==> src/rtl/timer_pkg.sv <==
// Shared encodings and default sizes for the timer bank and its channels.
package timer_pkg;

  localparam int unsigned NCH_DEF        = 4;
  localparam int unsigned WIDTH_DEF      = 16;
  localparam int unsigned PRESCALE_W_DEF = 8;

  typedef enum logic {
    MODE_PERIODIC = 1'b0,
    MODE_ONESHOT  = 1'b1
  } mode_e;

  typedef enum logic {
    ST_IDLE = 1'b0,
    ST_RUN  = 1'b1
  } state_e;

endpackage

==> src/rtl/timer_channel.sv <==
// One timer channel: IDLE/RUN FSM with a loadable period, periodic or one-shot.
module timer_channel
  import timer_pkg::*;
#(
  parameter int unsigned WIDTH = WIDTH_DEF
) (
  input  logic             i_clk,
  input  logic             i_rst,
  input  logic             i_strobe,
  input  logic             i_start,
  input  logic             i_stop,
  input  logic             i_wr,
  input  logic [WIDTH-1:0] i_wr_period,
  input  logic             i_wr_mode,
  output logic             o_tick,
  output logic             o_busy,
  output logic [WIDTH-1:0] o_count
);

  state_e           state_q, state_d;
  mode_e            mode_q;
  logic [WIDTH-1:0] period_q;
  logic [WIDTH-1:0] count_d;
  logic             tick_d;

  // State, count and tick registers; period/mode load independently of the FSM.
  always_ff @(posedge i_clk) begin
    if (!i_rst) begin
      state_q  <= ST_IDLE;
      o_count  <= '0;
      o_tick   <= 1'b0;
      period_q <= '0;
      mode_q   <= MODE_PERIODIC;
    end else begin
      state_q <= state_d;
      o_count <= count_d;
      o_tick  <= tick_d;
      if (i_wr) begin
        period_q <= i_wr_period;
        mode_q   <= mode_e'(i_wr_mode);
      end
    end
  end

  // Stop outranks start, start outranks a terminal-count tick.
  always_comb begin
    state_d = state_q;
    count_d = o_count;
    tick_d  = 1'b0;
    case (state_q)
      ST_IDLE: begin
        if (i_start) begin
          state_d = ST_RUN;
          count_d = '0;
        end
      end
      ST_RUN: begin
        if (i_stop) begin
          state_d = ST_IDLE;
        end else if (i_start) begin
          count_d = '0;
        end else if (i_strobe) begin
          if (o_count >= period_q) begin
            tick_d  = 1'b1;
            count_d = '0;
            if (mode_q == MODE_ONESHOT) state_d = ST_IDLE;
          end else begin
            count_d = o_count + WIDTH'(1);
          end
        end
      end
      default: state_d = ST_IDLE;
    endcase
  end

  assign o_busy = (state_q == ST_RUN);

endmodule

==> src/rtl/timer_bank.sv <==
// Multi-channel tick generator: shared prescaler feeding NCH timer_channel instances.
// Optional interrupt pending/summary logic is built when TIMER_BANK_IRQ_EN is defined.
module timer_bank
  import timer_pkg::*;
#(
  parameter  int unsigned NCH        = NCH_DEF,
  parameter  int unsigned WIDTH      = WIDTH_DEF,
  parameter  int unsigned PRESCALE_W = PRESCALE_W_DEF,
  localparam int unsigned CH_W       = (NCH > 1) ? $clog2(NCH) : 1
) (
  input  logic                  i_clk,
  input  logic                  i_rst,
  input  logic                  i_en,
  input  logic [PRESCALE_W-1:0] i_prescale,
  input  logic                  i_wr,
  input  logic [CH_W-1:0]       i_wr_ch,
  input  logic [WIDTH-1:0]      i_wr_period,
  input  logic                  i_wr_mode,
  input  logic [NCH-1:0]        i_start,
  input  logic [NCH-1:0]        i_stop,
  output logic [NCH-1:0]        o_tick,
  output logic [NCH-1:0]        o_busy,
`ifdef TIMER_BANK_IRQ_EN
  input  logic [NCH-1:0]        i_irq_clr,
  output logic [NCH-1:0]        o_irq_pend,
  output logic                  o_irq,
`endif
  output logic [NCH*WIDTH-1:0]  o_count
);

  logic [PRESCALE_W-1:0] pre_q;
  logic                  strobe;
  logic [NCH-1:0]        start_g;
  logic [NCH-1:0]        stop_g;

  // >= compare lets a lowered prescale value take effect without a long wrap.
  assign strobe  = i_en && (pre_q >= i_prescale);
  assign start_g = i_start & {NCH{i_en}};
  assign stop_g  = i_stop & {NCH{i_en}};

  always_ff @(posedge i_clk) begin
    if (!i_rst) begin
      pre_q <= '0;
    end else if (i_en) begin
      pre_q <= strobe ? '0 : pre_q + PRESCALE_W'(1);
    end
  end

  // Out-of-range channel selects match no instance and are dropped.
  for (genvar k = 0; k < NCH; k++) begin : g_ch
    timer_channel #(.WIDTH(WIDTH)) u_ch (
      .i_clk       (i_clk),
      .i_rst       (i_rst),
      .i_strobe    (strobe),
      .i_start     (start_g[k]),
      .i_stop      (stop_g[k]),
      .i_wr        (i_wr && (i_wr_ch == CH_W'(k))),
      .i_wr_period (i_wr_period),
      .i_wr_mode   (i_wr_mode),
      .o_tick      (o_tick[k]),
      .o_busy      (o_busy[k]),
      .o_count     (o_count[k*WIDTH +: WIDTH])
    );
  end

`ifdef TIMER_BANK_IRQ_EN
  // A tick sets its pending bit even when cleared in the same cycle.
  always_ff @(posedge i_clk) begin
    if (!i_rst) begin
      o_irq_pend <= '0;
      o_irq      <= 1'b0;
    end else begin
      o_irq_pend <= (o_irq_pend & ~i_irq_clr) | o_tick;
      o_irq      <= |o_irq_pend;
    end
  end
`endif

endmodule

==> config.mk <==
export PLATFORM = sky130hd
export DESIGN_NAME = timer_bank
export DESIGN_NICKNAME = d
export VERILOG_FILES = /design/src/rtl/timer_pkg.sv /design/src/rtl/timer_channel.sv /design/src/rtl/timer_bank.sv
export SDC_FILE = /design/constraint.sdc
export NUM_CORES = 1
export LEC_CHECK = 0
export ABC_CLOCK_PERIOD_IN_PS = 3200
export CORE_MARGIN = 2
export CORE_UTILIZATION = 55
export CTS_CLUSTER_SIZE = 12
export DETAILED_ROUTE_END_ITERATION = 10
export PLACE_DENSITY = 0.8
export SLEW_MARGIN = 10
export SYNTH_ARGS = -nofsm -noshare
export SYNTH_HDL_FRONTEND = slang
export SYNTH_SLANG_ARGS = --single-unit
==> constraint.sdc <==
create_clock -name i_clk -period 3.2 [get_ports i_clk]
set_input_delay 0.96 -clock i_clk [delete_from_list [all_inputs] [get_ports i_clk]]
set_output_delay 0.96 -clock i_clk [all_outputs]
set_load 0.01 [all_outputs]
==> metrics.yaml <==
hold_path:
  worstHoldPathCells: 2
  hp-class: "flip-flop to flip-flop"
die:
  die_h_um: 125.3
  initial_core_util_pct: 56.06
  fp-row-count: 44
  die_area_um2: 15690
  io_pins: 111
  core_um2: 14420
  die_x_um: 125.3
cts:
  clock_path_buffers: 2
  clkTransAtPathRegs_ns: 0.06
  cts.sinks: 148
  h-tree-depth: 4
  clk_latency_ns: 0.42
  holdBufCountCts: 0
  cts_tree: "yes"
  numCtsBuffers: 17
  clockRootBuffer: "clkbuf_16"
yosys:
  synth_edf_count: 0
  synth_top_cell_by_area: "dfxtp_1"
  synth_area_leaders: "dfxtp_1 37%, ha_1 12%, nand2_1 10%, a21oi_1 7.4%, inv_1 3.9%"
  synth_seq_cells: 148
  ys.flop_type: "dfxtp_1"
  ys_warn_count: 0
  ys_types: 61
  ys_seq_area_share_pct: 36.64
  synthArstFlopShare_pct: 0
  avgSynthCellArea_um2: 7.679
  syn-num-nets: 1169
  syn_area_um2: 8087
  syn_inst: 1053
  yosysTopAreaCellShare_pct: 36.64
sta:
  slew_headroom_pct: 53.27
  fin_crit_ns: 3.150
  whs_ns: 0.4535
  post-route-period-util_pct: 98.44
  fin_skew_ns: 0.008885
  fmax_ghz: 0.3175
  final_hold_viol_count: 0
  final_max_slew_viol_count: 0
  worst_pin_slew_ns: 0.6955
  setup_viol: 0
finish:
  antennaDiodeCount: 0
  drive_gt1_share_pct: 8.368
  fin_nets: 1298
  layout_commonest_cell: "nand2_1"
  area_growth_pct: 26.43
  fin_util_pct: 70.88
  final_cell_mix: "216 x nand2_1, 148 x dfxtp_1, 120 x a21oi_1, 110 x clkdlybuf4s50_1, 83 x inv_1"
power_and_ir_drop:
  p_seq_share_pct: 44.8
  power.density_nw_per_um2: 415.3
  p_sw_w: 0.001068
  power_leakage_nw: 3.954
  swShare_pct: 25.16
  clkPwrFrac_pct: 45.4
  power_frac_comb_pct: 9.8
  p_int_w: 0.003178
  peakVddDrop_uv: 453.5
  p_total_w: 0.004246
detailed_routing:
  via_per_inst: 5.767
  wl_per_cell_um: 15.81
  initialDrtViolationCount: 747
  vias: 7953
  wirelength_um: 21810
  drtAntennaViolNets: 0
  firstDrtPassIters: 6
  drc_errors: 0
worst_setup_path:
  crit_type: "input port to flip-flop"
  arrival_ns: 3.47
  worst_setup_path_end_kind: "flip-flop"
  critPathMaxFanout: 4
  reg2regPathDepth: 9
  worstPathRequired_ns: 3.52
  startpoint_type: "input port"
global_routing:
  grt_max_degree: 85
  antenna_found_initial: 0
  grtUsageTotal_pct: 27.68
  grt_pass1_wl_um: 35610
  grt_pass1_vias: 7323
  gr-total-overflow: 0
placement:
  routabilityCongestion: 0.8724
  hpwl_um: 15670
  port_buffers: 110
status:
  status: "completed"
job:
  cap_violations: 0
stage by stage:
stage / setup WS (ns) / cell area [um^2] / cells / TNS (ns)
finish: 0.04994 / 10220 / 1379 / 0
global route: -0.007748 / 10220 / 1379 / -0.007748
CTS: 0.01279 / 10130 / 1375 / 0
detailed placement: -0.5474 / 9538 / 1343 / -20.56
global placement: -0.4640 / 9538 / 1343 / -17.71
floorplan: 0.2172 / 8087 / 1053 / 0
cell usage after synthesis (8+ instances only):
library cell and instances:
nand3_1 28, and3_1 33, nor2_1 57, clkbuf_1 29, dfxtp_1 148, a21oi_1 120, nand4_1 18, a31oi_1 15
o21ai_0 59, ha_1 77, or3_1 8, inv_1 85, xor2_1 8, buf_4 8, nand2_1 216, nor3_1 15
nand3b_1 10
metal layers:
metal	GRT usage, %	wire length [um]	vias up
met1	36.45	9432	3706
met3	5.777	1512	44
met5	0	0	-
met4	9.150	486	0
li1	-	-	3918
met2	45.52	10380	285
power groups by stage:
| stage | Sequential (W) | Clock [W] | Combinational, W |
|---|---|---|---|
| 2_1_floorplan | 0.00194 | 0 | 0.000228 |
| 6_report | 0.00190 | 0.00193 | 0.000416 |
| 4_1_cts | 0.00190 | 0.00194 | 0.000401 |
| 3_5_place_dp | 0.00194 | 0 | 0.000395 |
| 5_1_grt | 0.00191 | 0.00203 | 0.000459 |
| 3_3_place_gp | 0.00194 | 0 | 0.000387 |
layout make-up:
class,count,area (um^2)
Tap cell,184,230.2
Sequential cell,148,2963
Clock inverter,12,105.1
Fill cell,1146,4200
Inverter,85,319.1
Multi-Input combinational cell,774,4681
Clock buffer,20,466.7
Timing Repair Buffer,156,1459
what timing repair did:
action | in CTS | in global routing
buffers inserted | 0 | 4
gates resized for setup | 2 | 15
setup endpoints to repair | 11 | 48
pin swaps | 0 | 5
worst paths after layout:
path                            start                       end  slack (ns)
max reg2reg   g_ch[3].u_ch.o_count[0]  g_ch[3].u_ch.o_count[14]        0.46
min reg2reg  g_ch[1].u_ch.period_q[6]  g_ch[1].u_ch.period_q[6]        0.45
min          g_ch[1].u_ch.period_q[6]  g_ch[1].u_ch.period_q[6]        0.45
max                     i_prescale[5]  g_ch[2].u_ch.o_count[11]        0.05
registers in the layout, summed over array words and instances, names as in the netlist:
name and count:
g_ch.u_ch.period_q 64, g_ch.u_ch.o_busy 4, g_ch.u_ch.o_tick 4, g_ch.u_ch.mode_q 4, g_ch.u_ch.o_count 64, pre_q 8
kinds of logic (layout without fill, tap and decap cells):
logic type,count (synthesis),after routing,share of synthesized area [%]
muxes,4,4,0.4951
xor gates and xnor gates,12,12,1.300
AOI/OAI and AO/OA,253,253,18.58
buffers and inverters,131,273,6.514
and+or+nand+nor,428,428,24.56
adders and majority gates,77,77,11.91
DFF,148,148,36.64
critical path: stages:
cell and delay, ns:
clkdlybuf4s50_1 0.47, inv_1 0.04, ha_1 0.31, a211oi_2 0.08, o21bai_2 0.22, a311oi_4 0.12, or2_1 0.30, or4_4 0.54
and3_4 0.19, a221o_1 0.24
Note: power is estimated with default switching activity, not from simulation.
